File: src/rtl/arc4_core_param.sv
// ARC4 decryption core with configurable key length and optional
// printable-ASCII early abort. Reads a length-prefixed ciphertext from an
// external registered RAM and writes a length-prefixed plaintext.
module arc4_core_param #(
    parameter int unsigned KEY_BYTES       = 3,
    parameter int unsigned CHECK_PRINTABLE = 0
) (
    input  logic                   clk,
    input  logic                   rst,
    input  logic                   en,
    output logic                   rdy,
    input  logic [8*KEY_BYTES-1:0] key,
    output logic [7:0]             ct_addr,
    input  logic [7:0]             ct_rddata,
    output logic [7:0]             pt_addr,
    output logic [7:0]             pt_wrdata,
    output logic                   pt_wren,
    output logic                   done,
    output logic                   key_ok
);

    localparam int unsigned KW = 8 * KEY_BYTES;
    localparam int unsigned PW = 3;
    localparam int unsigned IW = 4;

    typedef enum logic [2:0] {
        S_IDLE,
        S_INIT,
        S_KSA,
        S_LEN,
        S_PRGA,
        S_FIN,
        S_ABORT
    } state_t;

    state_t          r_state, w_state_n;
    logic [PW-1:0]   r_ph, w_ph_n;
    logic [7:0]      r_i, w_i_n;
    logic [7:0]      r_j, w_j_n;
    logic [7:0]      r_si, w_si_n;
    logic [7:0]      r_sj, w_sj_n;
    logic [7:0]      r_k, w_k_n;
    logic [7:0]      r_len, w_len_n;
    logic [IW-1:0]   r_kidx, w_kidx_n;
    logic [KW-1:0]   r_key, w_key_n;
    logic            r_rdy, w_rdy_n;
    logic            r_done, w_done_n;
    logic            r_key_ok, w_key_ok_n;
    logic [7:0]      r_ct_addr, w_ct_addr_n;
    logic [7:0]      r_pt_addr, w_pt_addr_n;
    logic [7:0]      r_pt_wrdata, w_pt_wrdata_n;
    logic            r_pt_wren, w_pt_wren_n;

    logic [7:0]      r_sbox [256];
    logic [7:0]      r_s_rdata;
    logic            w_s_we;
    logic [7:0]      w_s_waddr;
    logic [7:0]      w_s_wdata;
    logic [7:0]      w_s_raddr;

    logic [7:0]      w_kbyte;
    logic [7:0]      w_i_inc;
    logic [7:0]      w_j_ksa;
    logic [7:0]      w_j_prga;
    logic [7:0]      w_pad_idx;
    logic [7:0]      w_pt_byte;
    logic            w_bad;

    assign w_i_inc   = r_i + 8'd1;
    assign w_j_ksa   = r_j + r_s_rdata + w_kbyte;
    assign w_j_prga  = r_j + r_s_rdata;
    assign w_pad_idx = r_si + r_sj;
    assign w_pt_byte = r_s_rdata ^ ct_rddata;
    assign w_bad     = (CHECK_PRINTABLE != 0) &&
                       ((w_pt_byte < 8'h20) || (w_pt_byte > 8'h7E));

    // Key byte selection, MSB-first: index 0 is the most significant byte
    always_comb begin
        w_kbyte = 8'h00;
        for (int k = 0; k < int'(KEY_BYTES); k++) begin
            if (r_kidx == IW'(k)) begin
                w_kbyte = r_key[8*(int'(KEY_BYTES)-k)-1 -: 8];
            end
        end
    end

    // S-box: one synchronous read port, one write port; read returns pre-write data
    always_ff @(posedge clk) begin
        if (w_s_we) begin
            r_sbox[w_s_waddr] <= w_s_wdata;
        end
        r_s_rdata <= r_sbox[w_s_raddr];
    end

    // State and datapath registers
    always_ff @(posedge clk or posedge rst) begin
        if (rst) begin
            r_state     <= S_IDLE;
            r_ph        <= '0;
            r_i         <= '0;
            r_j         <= '0;
            r_si        <= '0;
            r_sj        <= '0;
            r_k         <= '0;
            r_len       <= '0;
            r_kidx      <= '0;
            r_key       <= '0;
            r_rdy       <= 1'b0;
            r_done      <= 1'b0;
            r_key_ok    <= 1'b0;
            r_ct_addr   <= '0;
            r_pt_addr   <= '0;
            r_pt_wrdata <= '0;
            r_pt_wren   <= 1'b0;
        end else begin
            r_state     <= w_state_n;
            r_ph        <= w_ph_n;
            r_i         <= w_i_n;
            r_j         <= w_j_n;
            r_si        <= w_si_n;
            r_sj        <= w_sj_n;
            r_k         <= w_k_n;
            r_len       <= w_len_n;
            r_kidx      <= w_kidx_n;
            r_key       <= w_key_n;
            r_rdy       <= w_rdy_n;
            r_done      <= w_done_n;
            r_key_ok    <= w_key_ok_n;
            r_ct_addr   <= w_ct_addr_n;
            r_pt_addr   <= w_pt_addr_n;
            r_pt_wrdata <= w_pt_wrdata_n;
            r_pt_wren   <= w_pt_wren_n;
        end
    end

    // Next-state, datapath and S-box port control; KSA/PRGA are phased so every
    // S-box read happens after the preceding write has landed
    always_comb begin
        w_state_n     = r_state;
        w_ph_n        = r_ph;
        w_i_n         = r_i;
        w_j_n         = r_j;
        w_si_n        = r_si;
        w_sj_n        = r_sj;
        w_k_n         = r_k;
        w_len_n       = r_len;
        w_kidx_n      = r_kidx;
        w_key_n       = r_key;
        w_rdy_n       = r_rdy;
        w_done_n      = 1'b0;
        w_key_ok_n    = r_key_ok;
        w_ct_addr_n   = r_ct_addr;
        w_pt_addr_n   = r_pt_addr;
        w_pt_wrdata_n = r_pt_wrdata;
        w_pt_wren_n   = 1'b0;
        w_s_we        = 1'b0;
        w_s_waddr     = r_i;
        w_s_wdata     = r_i;
        w_s_raddr     = r_i;

        case (r_state)
            S_IDLE: begin
                if (r_rdy && en) begin
                    w_key_n    = key;
                    w_rdy_n    = 1'b0;
                    w_key_ok_n = 1'b0;
                    w_i_n      = '0;
                    w_state_n  = S_INIT;
                end else begin
                    w_rdy_n = 1'b1;
                end
            end

            S_INIT: begin
                w_s_we    = 1'b1;
                w_s_waddr = r_i;
                w_s_wdata = r_i;
                w_i_n     = w_i_inc;
                if (r_i == 8'hFF) begin
                    w_state_n = S_KSA;
                    w_ph_n    = '0;
                    w_j_n     = '0;
                    w_kidx_n  = '0;
                end
            end

            S_KSA: begin
                case (r_ph)
                    PW'(0): begin
                        w_s_raddr = r_i;
                        w_ph_n    = PW'(1);
                    end
                    PW'(1): begin
                        w_si_n    = r_s_rdata;
                        w_j_n     = w_j_ksa;
                        w_s_raddr = w_j_ksa;
                        w_ph_n    = PW'(2);
                    end
                    PW'(2): begin
                        w_s_we    = 1'b1;
                        w_s_waddr = r_i;
                        w_s_wdata = r_s_rdata;
                        w_ph_n    = PW'(3);
                    end
                    PW'(3): begin
                        w_s_we    = 1'b1;
                        w_s_waddr = r_j;
                        w_s_wdata = r_si;
                        w_i_n     = w_i_inc;
                        w_kidx_n  = (r_kidx == IW'(KEY_BYTES - 1)) ? '0 : r_kidx + IW'(1);
                        w_ph_n    = '0;
                        if (r_i == 8'hFF) begin
                            w_state_n   = S_LEN;
                            w_ct_addr_n = '0;
                        end
                    end
                    default: w_ph_n = '0;
                endcase
            end

            S_LEN: begin
                case (r_ph)
                    PW'(0): w_ph_n = PW'(1);
                    PW'(1): begin
                        w_len_n       = ct_rddata;
                        w_pt_addr_n   = '0;
                        w_pt_wrdata_n = ct_rddata;
                        w_pt_wren_n   = 1'b1;
                        w_ph_n        = PW'(2);
                    end
                    default: begin
                        w_i_n     = '0;
                        w_j_n     = '0;
                        w_k_n     = 8'd1;
                        w_ph_n    = '0;
                        w_state_n = (r_len == 8'd0) ? S_FIN : S_PRGA;
                    end
                endcase
            end

            S_PRGA: begin
                case (r_ph)
                    PW'(0): begin
                        w_i_n       = w_i_inc;
                        w_s_raddr   = w_i_inc;
                        w_ct_addr_n = r_k;
                        w_ph_n      = PW'(1);
                    end
                    PW'(1): begin
                        w_si_n    = r_s_rdata;
                        w_j_n     = w_j_prga;
                        w_s_raddr = w_j_prga;
                        w_ph_n    = PW'(2);
                    end
                    PW'(2): begin
                        w_sj_n    = r_s_rdata;
                        w_s_we    = 1'b1;
                        w_s_waddr = r_i;
                        w_s_wdata = r_s_rdata;
                        w_ph_n    = PW'(3);
                    end
                    PW'(3): begin
                        w_s_we    = 1'b1;
                        w_s_waddr = r_j;
                        w_s_wdata = r_si;
                        w_ph_n    = PW'(4);
                    end
                    PW'(4): begin
                        w_s_raddr = w_pad_idx;
                        w_ph_n    = PW'(5);
                    end
                    PW'(5): begin
                        if (w_bad) begin
                            w_state_n = S_ABORT;
                            w_ph_n    = '0;
                        end else begin
                            w_pt_addr_n   = r_k;
                            w_pt_wrdata_n = w_pt_byte;
                            w_pt_wren_n   = 1'b1;
                            if (r_k == r_len) begin
                                w_ph_n = PW'(6);
                            end else begin
                                w_k_n  = r_k + 8'd1;
                                w_ph_n = '0;
                            end
                        end
                    end
                    default: begin
                        w_state_n = S_FIN;
                        w_ph_n    = '0;
                    end
                endcase
            end

            S_FIN: begin
                w_done_n   = 1'b1;
                w_key_ok_n = 1'b1;
                w_rdy_n    = 1'b1;
                w_state_n  = S_IDLE;
            end

            S_ABORT: begin
                w_done_n   = 1'b1;
                w_key_ok_n = 1'b0;
                w_rdy_n    = 1'b1;
                w_state_n  = S_IDLE;
            end

            default: w_state_n = S_IDLE;
        endcase
    end

    assign rdy       = r_rdy;
    assign done      = r_done;
    assign key_ok    = r_key_ok;
    assign ct_addr   = r_ct_addr;
    assign pt_addr   = r_pt_addr;
    assign pt_wrdata = r_pt_wrdata;
    assign pt_wren   = r_pt_wren;

endmodule

File: config.mk
export PLATFORM = sky130hd
export DESIGN_NAME = arc4_core_param
export DESIGN_NICKNAME = d
export VERILOG_FILES = /design/src/rtl/arc4_core_param.sv
export SDC_FILE = /design/constraint.sdc
export NUM_CORES = 2
export LEC_CHECK = 0
export BUFFER_PORTS_ARGS = -buffer_cell sky130_fd_sc_hd__clkbuf_2
export CAP_MARGIN = 25
export CORE_MARGIN = 4
export CORE_UTILIZATION = 38
export CTS_BUF_LIST = sky130_fd_sc_hd__clkbuf_4
export CTS_CLUSTER_SIZE = 28
export DETAILED_ROUTE_END_ITERATION = 6
export PLACE_DENSITY = 0.61
export SYNTH_ARGS = -nofsm -noshare
export SYNTH_HDL_FRONTEND = slang
export SYNTH_SLANG_ARGS = --single-unit
File: constraint.sdc
create_clock -name clk -period 16.65 [get_ports clk]
set_input_delay 0.8325 -clock clk [delete_from_list [all_inputs] [get_ports clk]]
set_output_delay 0.8325 -clock clk [all_outputs]
set_load 0.03 [all_outputs]
==> impl_metrics.py <==
metrics = {
    "floorplan": {
        "pin_count": 63,
        "die_x_um": 492,
        "placementRows": 177,
        "dieArea_um2": 242000,
        "die_h_um": 492,
        "core_um2": 233000,
        "initial_core_util_pct": 38.2,
    },
    "place": {
        "gp_congestion": 0.877,
        "place_ws_ps": 9260,
        "port_buffers": 62,
        "dpl.hpwl_mm": 159,
        "postPlaceCellArea_um2": 92700,
    },
    "power_and_ir_drop": {
        "p_leak_uw": 0.0347,
        "powerDensity_nw_per_um2": 178,
        "ir_worst_vdd_mv": 0.158,
    },
    "cts": {
        "clk_latency_ps": 1390,
        "clk_pin_slew_worst_paths_ps": 70,
        "cts_resized": 0,
        "cts_root_buf": "clkbuf_4",
        "cts.htree.levels": 6,
        "cts_sinks": 2166,
        "cts_buffers": 577,
        "cts_tree": "yes",
        "cts_buffer_depth": 4,
    },
    "synth": {
        "synth_seq_cells": 2166,
        "yosys_warnings": 0,
        "postSynthAreaPerCell_um2": 14.3,
        "synth.net_count": 6290,
        "netlist_instances": 6229,
        "yosys_most_used_dff": "edfxtp_1",
        "ys_types": 90,
        "synth_edf_count": 2048,
        "ys_async_sr_fraction_pct": 5.08,
        "syn_area_um2": 89100,
        "ys_seq_area_share_pct": 72.3,
    },
    "sta": {
        "maxSlewHeadroom_pct": 20.3,
        "layout_min_cycle_time_ps": 7700,
        "fin_tns_setup_ps": 0,
        "post-route-period-util_pct": 46.2,
        "finalHoldViolCount": 0,
        "fmax_ghz": 0.130,
        "rsz0062_at_grt": "no",
        "setup_ws_ps": 8950,
        "fin_skew_ps": 154,
        "maxSlewViolCount": 0,
        "max_slew.worst_pin.slew_ps": 1190,
        "setup_viol": 0,
    },
    "drt": {
        "dr_total_vias": 58200,
        "ant_nets": 0,
        "dr.first_iter.drc_count": 7787,
        "wl_mm": 273,
        "drc_errors": 0,
        "dr.pass1.iters": 6,
        "wire_per_inst_um": 26.9,
        "vias_per_cell": 5.72,
    },
    "critical_path": {
        "endpoint_kind": "flop",
        "path_class": "reg -> reg",
        "start_kind": "flop",
        "crit_required_ps": 17940,
        "crit_fanout": 54,
        "worst_ep_arrival_time_ps": 8990,
    },
    "final_layout": {
        "fin_nets": 6713,
        "layout_common_cells": "2048 x edfxtp_1, 1331 x nand2_1, 835 x clkbuf_4",
        "regMostFlops": "r_sbox",
        "final_area_um2": 100000,
        "area_growth_pct": 12.5,
        "largest_reg_flops": 2048,
        "final.fill_count": 21200,
        "drive_above_1_share_pct": 19.1,
        "final_common_cell": "edfxtp_1",
        "reg_top3": "r_sbox: 2048 flops, r_key: 24 flops",
    },
    "outcome": {
        "outcome": "finished clean",
    },
    "global_route": {
        "track_usage_pct": 21.8,
        "grt_pass1_vias": 55800,
        "antenna_found_initial": 14,
        "grt_first_pass_wirelength_mm": 392,
        "gr-total-overflow": 0,
        "grt_max_degree": 185,
    },
    "flow_run": {
        "maxCapViolations": 0,
    },
    "min_path": {
        "min_path_type": "in -> reg",
    },
}
-- where the power goes --
part	internal (uW)	leakage [uW]	switching, uW
Sequential	6820	0.0201	120
Combinational	1640	0.0104	4640
Clock	2410	0.00417	2170
-- synthesized netlist by cell type, types with 9 or more instances --
cell type / count / area [um2]
a211oi_1: 20 / 150
a21o_1: 10 / 75.1
a21oi_1: 74 / 370
a222oi_1: 10 / 100
a22oi_1: 27 / 203
a311oi_1: 97 / 850
a31oi_1: 63 / 394
a32o_1: 13 / 130
a32oi_1: 17 / 149
and3_1: 131 / 820
buf_1: 23 / 86.3
buf_2: 173 / 866
buf_4: 38 / 285
buf_6: 33 / 372
clkbuf_1: 132 / 495
dfrtp_1: 110 / 2750
edfxtp_1: 2048 / 61500
ha_1: 23 / 288
inv_1: 30 / 113
mux2_2: 51 / 574
mux2i_1: 243 / 2430
mux4_2: 155 / 3490
nand2_1: 1336 / 5010
nand2b_1: 18 / 113
nand3_1: 549 / 2750
nand3b_1: 10 / 75.1
nand4_1: 32 / 200
nor2_1: 356 / 1340
nor2b_1: 9 / 56.3
nor3_1: 32 / 160
nor4_1: 11 / 68.8
o2111ai_1: 18 / 158
o211ai_1: 13 / 97.6
o21a_1: 11 / 82.6
o21ai_0: 105 / 526
o31ai_1: 16 / 120
or3_1: 10 / 62.6
xnor2_1: 11 / 96.3
xor2_1: 25 / 219
-- path summary, 6_finish.rpt --
kind / cells after the start / slack [ps] / endpoint / start
max in group asynchronous: 6 / 14950 / r_i[6]$_DFFE_PP0P_ / rst
max: 16 / 8950 / r_s_rdata[3]$_DFF_P_ / r_kidx[1]$_DFFE_PP0P_
min reg2reg: 2 / 500 / pt_wrdata[6]$_DFFE_PP0P_ / pt_wrdata[6]$_DFFE_PP0P_
min in group asynchronous: 4 / 660 / r_si[2]$_DFFE_PP0P_ / rst
min: 4 / 270 / r_len[1]$_DFFE_PP0P_ / ct_rddata[1]
max reg2reg: 16 / 8950 / r_s_rdata[3]$_DFF_P_ / r_kidx[1]$_DFFE_PP0P_
-- what timing repair did --
| item | in CTS | in global routing |
|---|---|---|
| hold endpoints to repair | 75 | 0 |
| buffers inserted | 0 | 0 |
| hold buffers | 35 | 0 |
-- metal layers --
metal	GRT usage, %	wire length [um]	up-vias
li1	-	-	24700
met1	29.5	106000	29300
met2	33.3	124000	3651
met3	6.25	32100	536
met4	8.82	10500	6
met5	0	41	-
-- metrics by stage --
step	hold WS [ps]	power [uW]	util, %	instances
after global routing	180	18500	43.0	10200
after floorplan	478	11100	-	6229
after global placement	471	13100	39.7	9148
final	267	17800	43.0	10200
after detailed placement	486	13200	39.8	9160
after CTS	132	17700	42.9	10100
-- area by class of cell --
class | count | area, um2 | area share, %
Sequential cell | 2166 | 64400 | 64.3
Clock inverter | 118 | 674 | 0.673
Multi-Input combinational cell | 3634 | 22700 | 22.7
Inverter | 30 | 115 | 0.115
Clock buffer | 835 | 6270 | 6.26
Antenna cell | 13 | 32.5 | 0.0325
Timing Repair Buffer | 243 | 2030 | 2.03
Tap cell | 3132 | 3920 | 3.91
-- logic make-up (layout without fill, tap and decap cells) --
kind of cell | count (synthesis) | count (layout) | share of synthesized area, %
AND/OR/NAND/NOR | 2536 | 2536 | 12.4
other | 0 | 13 | 0
flip-flops | 2166 | 2166 | 72.3
buffers and inverters | 429 | 1226 | 2.49
XOR/XNOR | 37 | 37 | 0.381
AO/OA/AOI/OAI | 586 | 586 | 4.75
adder cells (fa/ha/maj) | 26 | 26 | 0.391
multiplexers | 449 | 449 | 7.30
-- worst max-delay path: stages, from the launching register on --
cell and delay, ps:
dfrtp_1 440, nor4b_1 1020, a222oi_1 250, inv_1 160, ha_1 230, fa_1 440, a32o_1 290, a211oi_4 210
buf_4 610, buf_4 690, buf_4 710, mux2i_1 280, o22ai_1 140, o31ai_2 880, a41oi_1 570, a41o_1 400
a2111oi_2 200
Note: power is estimated with default switching activity, not from simulation.
